--- src/rtl/dma_stream_scheduler.sv ---
// Round-robin descriptor scheduler: cores -> registered descriptor queue -> backend streams,
// with per-stream in-order tracking FIFOs that turn stream completions into per-core events.
module dma_stream_scheduler #(
  parameter int NB_CORES        = 4,
  parameter int NUM_STREAMS     = 4,
  parameter int ADDR_WIDTH      = 64,
  parameter int LEN_WIDTH       = 32,
  parameter int TID_WIDTH       = 16,
  parameter int QUEUE_DEPTH     = 4,
  parameter int MAX_OUTSTANDING = 3
) (
  input  logic                             clk_i,
  input  logic                             rst_ni,
  input  logic [NB_CORES-1:0]              core_valid_i,
  output logic [NB_CORES-1:0]              core_ready_o,
  input  logic [NB_CORES*ADDR_WIDTH-1:0]   core_src_i,
  input  logic [NB_CORES*ADDR_WIDTH-1:0]   core_dst_i,
  input  logic [NB_CORES*LEN_WIDTH-1:0]    core_len_i,
  output logic [TID_WIDTH-1:0]             core_tid_o,
  output logic [NUM_STREAMS-1:0]           stream_valid_o,
  input  logic [NUM_STREAMS-1:0]           stream_ready_i,
  output logic [ADDR_WIDTH-1:0]            stream_src_o,
  output logic [ADDR_WIDTH-1:0]            stream_dst_o,
  output logic [LEN_WIDTH-1:0]             stream_len_o,
  input  logic [NUM_STREAMS-1:0]           stream_done_i,
  output logic [NB_CORES-1:0]              term_event_o,
  output logic [TID_WIDTH-1:0]             completed_cnt_o,
  output logic                             busy_o,
  output logic                             error_o
);

  localparam int CW = (NB_CORES > 1) ? $clog2(NB_CORES) : 1;
  localparam int SW = (NUM_STREAMS > 1) ? $clog2(NUM_STREAMS) : 1;
  localparam int QW = $clog2(QUEUE_DEPTH);
  localparam int TW = (MAX_OUTSTANDING > 1) ? $clog2(MAX_OUTSTANDING) : 1;
  localparam int OW = $clog2(MAX_OUTSTANDING + 1);

  function automatic logic [TW-1:0] trk_inc(input logic [TW-1:0] ptr);
    return (ptr == TW'(MAX_OUTSTANDING - 1)) ? '0 : ptr + 1'b1;
  endfunction

  logic [ADDR_WIDTH-1:0] q_src  [QUEUE_DEPTH];
  logic [ADDR_WIDTH-1:0] q_dst  [QUEUE_DEPTH];
  logic [LEN_WIDTH-1:0]  q_len  [QUEUE_DEPTH];
  logic [CW-1:0]         q_core [QUEUE_DEPTH];
  logic [QW-1:0]         q_wr, q_rd;
  logic [QW:0]           q_cnt;
  logic                  q_empty, q_full;

  logic [CW-1:0]         core_ptr, win_idx;
  logic [SW-1:0]         str_ptr, str_idx;
  logic                  win_found, str_found;
  logic [TID_WIDTH-1:0]  tid;

  logic [CW-1:0]         trk_mem [NUM_STREAMS][MAX_OUTSTANDING];
  logic [TW-1:0]         trk_wr  [NUM_STREAMS];
  logic [TW-1:0]         trk_rd  [NUM_STREAMS];
  logic [OW-1:0]         trk_cnt [NUM_STREAMS];

  logic                  push, pop, disp, zero_len;
  logic [NUM_STREAMS-1:0] eligible, trk_pop, stray;
  logic [NB_CORES-1:0]   term_nxt;
  logic [TID_WIDTH-1:0]  done_num;
  logic                  any_out;

  assign q_empty = (q_cnt == '0);
  assign q_full  = (q_cnt == (QW+1)'(QUEUE_DEPTH));

  always_comb begin
    win_found = 1'b0;
    win_idx   = '0;
    for (int i = 0; i < NB_CORES; i++) begin
      if (!win_found && core_valid_i[(int'(core_ptr) + i) % NB_CORES]) begin
        win_found = 1'b1;
        win_idx   = CW'((int'(core_ptr) + i) % NB_CORES);
      end
    end
  end

  // Head of queue: zero-length descriptors retire in place, others go to a stream
  always_comb begin
    zero_len  = !q_empty && (q_len[q_rd] == '0);
    str_found = 1'b0;
    str_idx   = '0;
    for (int s = 0; s < NUM_STREAMS; s++)
      eligible[s] = stream_ready_i[s] && (trk_cnt[s] < OW'(MAX_OUTSTANDING));
    for (int i = 0; i < NUM_STREAMS; i++) begin
      if (!str_found && eligible[(int'(str_ptr) + i) % NUM_STREAMS]) begin
        str_found = 1'b1;
        str_idx   = SW'((int'(str_ptr) + i) % NUM_STREAMS);
      end
    end
    disp = !q_empty && !zero_len && str_found;
    pop  = disp || zero_len;
    push = win_found && (!q_full || pop);
  end

  assign stream_valid_o = disp ? (NUM_STREAMS'(1) << str_idx) : '0;
  assign core_ready_o   = push ? (NB_CORES'(1) << win_idx) : '0;
  assign core_tid_o     = tid;
  assign stream_src_o   = q_empty ? '0 : q_src[q_rd];
  assign stream_dst_o   = q_empty ? '0 : q_dst[q_rd];
  assign stream_len_o   = q_empty ? '0 : q_len[q_rd];

  always_comb begin
    term_nxt = '0;
    done_num = '0;
    any_out  = 1'b0;
    for (int s = 0; s < NUM_STREAMS; s++) begin
      trk_pop[s] = stream_done_i[s] && (trk_cnt[s] != '0);
      stray[s]   = stream_done_i[s] && (trk_cnt[s] == '0);
      any_out    = any_out || (trk_cnt[s] != '0);
      if (trk_pop[s]) begin
        term_nxt[trk_mem[s][trk_rd[s]]] = 1'b1;
        done_num = done_num + 1'b1;
      end
    end
    if (zero_len) begin
      term_nxt[q_core[q_rd]] = 1'b1;
      done_num = done_num + 1'b1;
    end
  end

  assign busy_o = !q_empty || any_out;

  // Control state
  always_ff @(posedge clk_i or negedge rst_ni) begin
    if (!rst_ni) begin
      q_wr            <= '0;
      q_rd            <= '0;
      q_cnt           <= '0;
      core_ptr        <= '0;
      str_ptr         <= '0;
      tid             <= '0;
      term_event_o    <= '0;
      completed_cnt_o <= '0;
      error_o         <= 1'b0;
      for (int s = 0; s < NUM_STREAMS; s++) begin
        trk_wr[s]  <= '0;
        trk_rd[s]  <= '0;
        trk_cnt[s] <= '0;
      end
    end else begin
      if (push) begin
        q_wr     <= q_wr + 1'b1;
        core_ptr <= CW'((int'(win_idx) + 1) % NB_CORES);
        tid      <= tid + 1'b1;
      end
      if (pop)
        q_rd <= q_rd + 1'b1;
      if (push && !pop)
        q_cnt <= q_cnt + 1'b1;
      else if (!push && pop)
        q_cnt <= q_cnt - 1'b1;
      if (disp)
        str_ptr <= SW'((int'(str_idx) + 1) % NUM_STREAMS);
      for (int s = 0; s < NUM_STREAMS; s++) begin
        if (stream_valid_o[s])
          trk_wr[s] <= trk_inc(trk_wr[s]);
        if (trk_pop[s])
          trk_rd[s] <= trk_inc(trk_rd[s]);
        if (stream_valid_o[s] && !trk_pop[s])
          trk_cnt[s] <= trk_cnt[s] + 1'b1;
        else if (!stream_valid_o[s] && trk_pop[s])
          trk_cnt[s] <= trk_cnt[s] - 1'b1;
      end
      term_event_o    <= term_nxt;
      completed_cnt_o <= completed_cnt_o + done_num;
      if (|stray)
        error_o <= 1'b1;
    end
  end

  // Descriptor and tracking storage
  always_ff @(posedge clk_i) begin
    if (push) begin
      q_src[q_wr]  <= core_src_i[int'(win_idx)*ADDR_WIDTH +: ADDR_WIDTH];
      q_dst[q_wr]  <= core_dst_i[int'(win_idx)*ADDR_WIDTH +: ADDR_WIDTH];
      q_len[q_wr]  <= core_len_i[int'(win_idx)*LEN_WIDTH +: LEN_WIDTH];
      q_core[q_wr] <= win_idx;
    end
    for (int s = 0; s < NUM_STREAMS; s++)
      if (stream_valid_o[s])
        trk_mem[s][trk_wr[s]] <= q_core[q_rd];
  end

endmodule

--- config.mk ---
export PLATFORM = sky130hd
export DESIGN_NAME = dma_stream_scheduler
export DESIGN_NICKNAME = d
export VERILOG_FILES = /design/src/rtl/dma_stream_scheduler.sv
export SDC_FILE = /design/constraint.sdc
export NUM_CORES = 1
export LEC_CHECK = 0
export BUFFER_PORTS_ARGS = -buffer_cell sky130_fd_sc_hd__buf_2
export CAP_MARGIN = 20
export CELL_PAD_IN_SITES_DETAIL_PLACEMENT = 1
export CELL_PAD_IN_SITES_GLOBAL_PLACEMENT = 1
export CORE_AREA = 5 5 334 336
export DETAILED_ROUTE_END_ITERATION = 7
export DIE_AREA = 0 0 339 341
export GPL_TIMING_DRIVEN = 0
export MAX_ROUTING_LAYER = met4
export PLACE_DENSITY = 0.69
export SLEW_MARGIN = 20
export SYNTH_ARGS = -nofsm -noshare
export SYNTH_HDL_FRONTEND = slang
export SYNTH_SLANG_ARGS = --single-unit
--- constraint.sdc ---
create_clock -name clk_i -period 8.2 [get_ports clk_i]
set_clock_uncertainty 0.2 [all_clocks]
set_input_delay 0.82 -clock clk_i [delete_from_list [all_inputs] [get_ports clk_i]]
set_output_delay 0.82 -clock clk_i [all_outputs]
set_load 0.01 [all_outputs]
### After elaboration in Yosys (flattened, before gate mapping)

Memory sizes are Yosys's and may differ from the RTL's.
Cells that the tools add are included.

* register bits after elaboration: 72
* RAM bits: 672
* bits of input ports: 654
* output and inout bits: 206
* word-level logic and storage cells: 325
* memories: 5

* add/subtract/negate cells: 34
* order comparisons: 34
* equal/unequal tests: 9
* shift-type cells: 5
* muxes and demuxes: 111
* bitwise logic cells: 18
* reductions and logical operators: 88

Memory list
* q_dst: depth 4, width 64, read ports 1, clocked after Yosys merged registers in 0, write ports 1, RTL line 43 `logic [ADDR_WIDTH-1:0] q_dst [QUEUE_DEPTH];`
* q_src: depth 4, width 64, read ports 1, clocked after Yosys merged registers in 0, write ports 1, RTL line 42 `logic [ADDR_WIDTH-1:0] q_src [QUEUE_DEPTH];`
* q_len: depth 4, width 32, read ports 1, clocked after Yosys merged registers in 0, write ports 1, RTL line 44 `logic [LEN_WIDTH-1:0] q_len [QUEUE_DEPTH];`
* trk_mem: depth 4, width 6, read ports 4, clocked after Yosys merged registers in 0, write ports 4, RTL line 55 `logic [CW-1:0] trk_mem [NUM_STREAMS][MAX_OUTSTANDING];`
* q_core: depth 4, width 2, read ports 1, clocked after Yosys merged registers in 0, write ports 1, RTL line 45 `logic [CW-1:0] q_core [QUEUE_DEPTH];`

Operators with widths (count)
* variable part select 256 x 9 -> 64 bit: 2
* two-way mux 64 bit: 2
* variable part select 128 x 8 -> 32 bit: 1
* adder 16 x 1 -> 16 bit (second input constant): 5
* two-way mux 2 bit: 36
* two-way mux 16 bit: 4
* logical AND 1 bit: 41
* adder 2 x 1 -> 2 bit (second input constant): 18
* two-way mux 1 bit: 34
* zero test 32 bit: 1
* two-way mux 32 bit: 1
* two-way mux 4 bit: 7
* >= comparator 3 bit (second input constant): 8
* < comparator 3 x 4 -> 1 bit (second input constant): 6
* two-way mux 6 bit: 4
* NOT 2 -> 3 bit: 8
* < comparator 2 x 3 -> 1 bit (second input constant): 7
* zero test 1 bit: 19
* nonzero test 2 bit: 9
* adder 16 bit: 1
* binary-select mux 1 bit (select 2 bit): 8
* binary-select mux 2 bit (select 2 bit): 4
* demux 2 bit (select 2 bit): 4
* equality test 2 bit (second input constant): 8
* other kinds (18): 61

### Depth between registers and ports, before layout

* depth after elaboration: 22
* gate-level depth with buffers: 17
* mapped depth without buffers: 17

### Worst setup path after synthesis

Ideal clock, no wire load.

* kind: register to register
* from: reg q_rd[1]
* to: mem q_core[0][0] (netlist bit), enable pin
* library setup time: 0.542 ns
* arrival time: 5.935 ns
* data required time: 7.458 ns
* path slack: 1.522 ns
* cell stages (with the launch flop): 10
* buffers on the path: 3
* period minus slack after synthesis: 6.678 ns
* path through: dfrtp_1 > buf_2 > clkbuf_1 > mux4_2 > nor4_1 > nand4_1 > nor2_2 > o21a_2 > buf_2 > and2_1

* word-level cells in the longest chain between the ends: 11

RTL lines
* from (decl): RTL line 46 `logic [QW-1:0] q_wr, q_rd;`
* from (signal assigned): RTL line 150 `q_rd <= q_rd + 1'b1;`
* memory (4 x 32 bit) *
* zero test 32 bit *: RTL line 82 `zero_len = !q_empty && (q_len[q_rd] == '0);`
* logical AND 1 bit *: RTL line 82
* zero test 1 bit: RTL line 93 `disp = !q_empty && !zero_len && str_found;`
* logical AND 1 bit (2 in a row): RTL line 93
* logical OR 1 bit *: RTL line 94 `pop = disp || zero_len;`
* logical OR 1 bit *: RTL line 95 `push = win_found && (!q_full || pop);`
* logical AND 1 bit *: RTL line 95
* net push: RTL line 60 `logic push, pop, disp, zero_len;`
* two-way mux 1 bit *: RTL line 176 `if (push) begin`
* two-way mux 1 bit (not written as such) *: RTL line 180 `q_core[q_wr] <= win_idx;`
* to (decl): RTL line 45

The timed path passes the listed nets; every way through them passes the cells marked *.

### Final worst setup path

* from: reg q_rd[1]
* to: reg completed_cnt_o[11]

* word-level cells in the longest chain between the ends: 5

RTL lines
* memory (4 x 32 bit)
* zero test 32 bit: RTL line 82
* logical AND 1 bit: RTL line 82
* two-way mux 16 bit: RTL line 118 `if (zero_len) begin`
* adder 16 bit: RTL line 168 `completed_cnt_o <= completed_cnt_o + done_num;`
* to (signal assigned): RTL line 168
* to (decl): RTL line 27 `output logic [TID_WIDTH-1:0] completed_cnt_o,`

Every way passes these cells.
A chain may end at the register's enable or synchronous reset.

==> impl_metrics.csv <==
group,metric,value,unit
global_route,antenna_found_initial,44,
sta,finalMaxSlewViolations,0,
synthesis,synth_nets,3236,
power_and_ir_drop,ir_drop,186,uV
cells_and_area,regArea,22000,um2
clock_network,clockBufferDepth,3,
synthesis,synth-main-ff-cell,"edfxtp_1",
power_and_ir_drop,power_density,464,nW/um2
sta,fin_crit,5.97,ns
detailed_routing,via_count,26300,
worst_setup_path,end_kind,"flop",
placed_design,place_hpwl,116000,um
synthesis,synthesis.area,34200,um2
cells_and_area,final_core_util,40.3,%
sta,setup_violations,0,
die,rows,121,
sta,timing.fmax,167,MHz
synthesis,synth_seq_cells,744,
cells_and_area,final_area,43600,um2
die,die_y,341,um
detailed_routing,vias_per_cell,5.23,
sta,tightestPinTransition,1.13,ns
clock_network,ctsHtreeMaxLevel,3,
synthesis,synth_common_cells,"672 x edfxtp_1, 667 x nand2_1, 170 x and3_1",
synthesis,syn_inst,2555,
cells_and_area,n_fill_cell,11800,
worst_setup_path,crit_type,"reg -> reg",
cells_and_area,layout-drive-gt1-share,34.2,%
synthesis,synth_top_area_share,58.9,%
detailed_routing,postRouteWirelength,149000,um
worst_hold_path,hold_path_class,"in -> reg",
worst_setup_path,critPathMaxFanout,10,
synthesis,synthMostInstantiatedCell,"edfxtp_1",
clock_network,cts.sinks,744,
synthesis,synthDistinctLibCells,64,
cells_and_area,nets,4202,
sta,slew_headroom,24.4,%
sta,finalHoldViolations,0,
worst_setup_path,critPathArrivalTime,6.27,ns
sta,rsz0062_at_grt,"no",
detailed_routing,first_pass_iters,5,
global_route,grtUsageTotal,25.7,%
synthesis,synth_edf_count,672,
detailed_routing,ant_nets,0,
worst_setup_path,crit_required,8.50,ns
status,outcome,"complete, no violations",
die,die_w,339,um
clock_network,tritoncts,"done",
global_route,grt_pass1_wl,206000,um
clock_network,cts_setup_buffers,0,
placed_design,dpl.cell_count,4850,
cells_and_area,stdcell_count,5024,
clock_network,clock_latency,0.64,ns
synthesis,yosys-top-cells-area,"edfxtp_1 59%, mux4_2 11%, nand2_1 7.3%",
clock_network,ctsRootBufferMaster,"clkbuf_16",
clock_network,numCtsBuffers,82,
synthesis,postSynthAreaPerCell,13.4,um2
synthesis,ys_seq_area_share,64.2,%
die,initial_core_util,31.6,%
detailed_routing,drt_iter0_markers,2178,
die,pin_count,860,
synthesis,ys_async_sr_fraction,9.68,%
sta,whs,0.224,ns
global_route,grt-ovfl-total,0,
worst_setup_path,crit_path_start_kind,"flop",
detailed_routing,wl_per_cell,29.6,um
cells_and_area,area_delta_synth_final,27.5,%
placed_design,routabilityCongestion,0.953,
power_and_ir_drop,leakagePower,0.0174,uW
sta,finalCritPeriodShare,72.8,%
die,dieArea,116000,um2
power_and_ir_drop,total_power,20200,uW
detailed_routing,drcViolationCount,0,
synthesis,yosysTopAreaCell,"edfxtp_1",
cells_and_area,multiInputGateArea,11500,um2
clock_network,path_clk_slew,0.06,ns
job,cap_violations,0,
global_route,grt_max_degree,48,
die,core_area,108000,um2
global_route,grt_pass1_vias,27400,
placed_design,place_area,40900,um2
placed_design,port_buffers,859,
clock_network,cts.repair.resized,0,
synthesis,ys_warn_count,0,
[repair_timing]
action / 4_1_cts / 5_1_grt
endpoints found under the hold margin: 25 / 0
hold buffers: 1 / 0
endpoints found under the setup margin: 0 / 0
[report_power, final]
group          internal (uW)  switching [uW]  total, uW
Sequential              6540             503       7040
Combinational           3370            6180       9550
Clock                   2130            1520       3650
Total                  12000            8200      20200
[state kept, by name (all words and copies together), names as in the netlist]
signal / count
q_dst: 256
q_src: 256
q_len: 128
trk_mem: 24
completed_cnt_o: 16
core_tid_o: 16
q_core: 8
trk_cnt: 8
trk_rd: 8
trk_wr: 8
term_event_o: 4
q_cnt: 3
core_ptr: 2
q_rd: 2
q_wr: 2
str_ptr: 2
error_o: 1
[final timing paths]
check                      cells after the start                       endpoint                           from  slack [ns]
setup / recovery                              16  completed_cnt_o[11]$_DFF_PN0_            q_rd[1]$_DFFE_PN0P_        2.23
hold / removal                                 3            error_o$_DFFE_PN0P_               stream_done_i[0]        0.22
setup reg to reg                              16  completed_cnt_o[11]$_DFF_PN0_            q_rd[1]$_DFFE_PN0P_        2.23
hold reg to reg                                1  completed_cnt_o[15]$_DFF_PN0_  completed_cnt_o[15]$_DFF_PN0_        0.27
max in group asynchronous                      3   completed_cnt_o[5]$_DFF_PN0_                         rst_ni        6.76
min in group asynchronous                      2            error_o$_DFFE_PN0P_                         rst_ni        0.45
[cell usage in the layout (no fill, tap or decap), types with 16 or more instances in the layout]
| cell | n |
|---|---|
| dfrtp_1 | 72 |
| edfxtp_1 | 672 |
| nand2_1 | 667 |
| diode_2 | 29 |
| ha_1 | 25 |
| o21ai_1 | 16 |
| a31oi_1 | 154 |
| clkinv_2 | 16 |
| nor2_1 | 37 |
| buf_16 | 16 |
| buf_2 | 874 |
| mux4_2 | 162 |
| clkbuf_16 | 86 |
| and2_1 | 165 |
| xnor2_1 | 30 |
| clkinv_1 | 16 |
| xor2_1 | 20 |
| and3_1 | 170 |
| clkbuf_1 | 136 |
| inv_1 | 18 |
[critical path, stage by stage, from the launching register on]
cell      delay (ns)
dfrtp_1         0.33
buf_2           0.33
clkbuf_1        0.74
mux4_2          0.46
nor4_1          0.57
nand4_1         0.48
nor2_2          0.38
buf_4           0.26
nand2_2         0.13
mux2_1          0.38
ha_1            0.27
a21o_1          0.18
a21oi_1         0.21
o21ai_1         0.10
a21oi_1         0.46
nor4bb_1        0.15
xor2_1          0.17
[kinds of logic after synthesis]
| logic type | after synthesis | synth area share, % |
|---|---|---|
| buffers and inverters | 195 | 2.27 |
| AOI/OAI and AO/OA | 235 | 4.42 |
| adders and majority gates | 27 | 1.03 |
| DFF | 744 | 64.2 |
| other | 1 | 0.0110 |
| muxes | 190 | 11.5 |
| and+or+nand+nor | 1113 | 15.2 |
| xor gates and xnor gates | 50 | 1.28 |
[stage by stage]
stage	TNS (ns)	setup slack, ns
floorplan	0	1.52
global placement	-2430.32	-3.95
detailed placement	0	2.11
CTS	0	2.04
global route	0	1.97
finish	0	2.23
[metal layers]
metal / wire [um] / up-vias / GRT usage [%]
met5: 0 / - / -
met4: 4650 / 0 / 6.93
met3: 11100 / 214 / 4.39
met2: 73700 / 1183 / 42.9
met1: 59400 / 13400 / 32.7
li1: - / 11500 / -
[final cells by class]
class / instances / area share [%]
clock inverters: 45 / 0.932
clock buffers: 99 / 5.07
multi-input cells: 1616 / 26.4
well taps: 1414 / 4.05
flip-flops and latches: 744 / 50.4
diodes: 29 / 0.166
inverters: 27 / 0.232
plain buffers: 168 / 1.58
repair buffers: 882 / 11.2
Note: power is estimated with default switching activity, not from simulation.
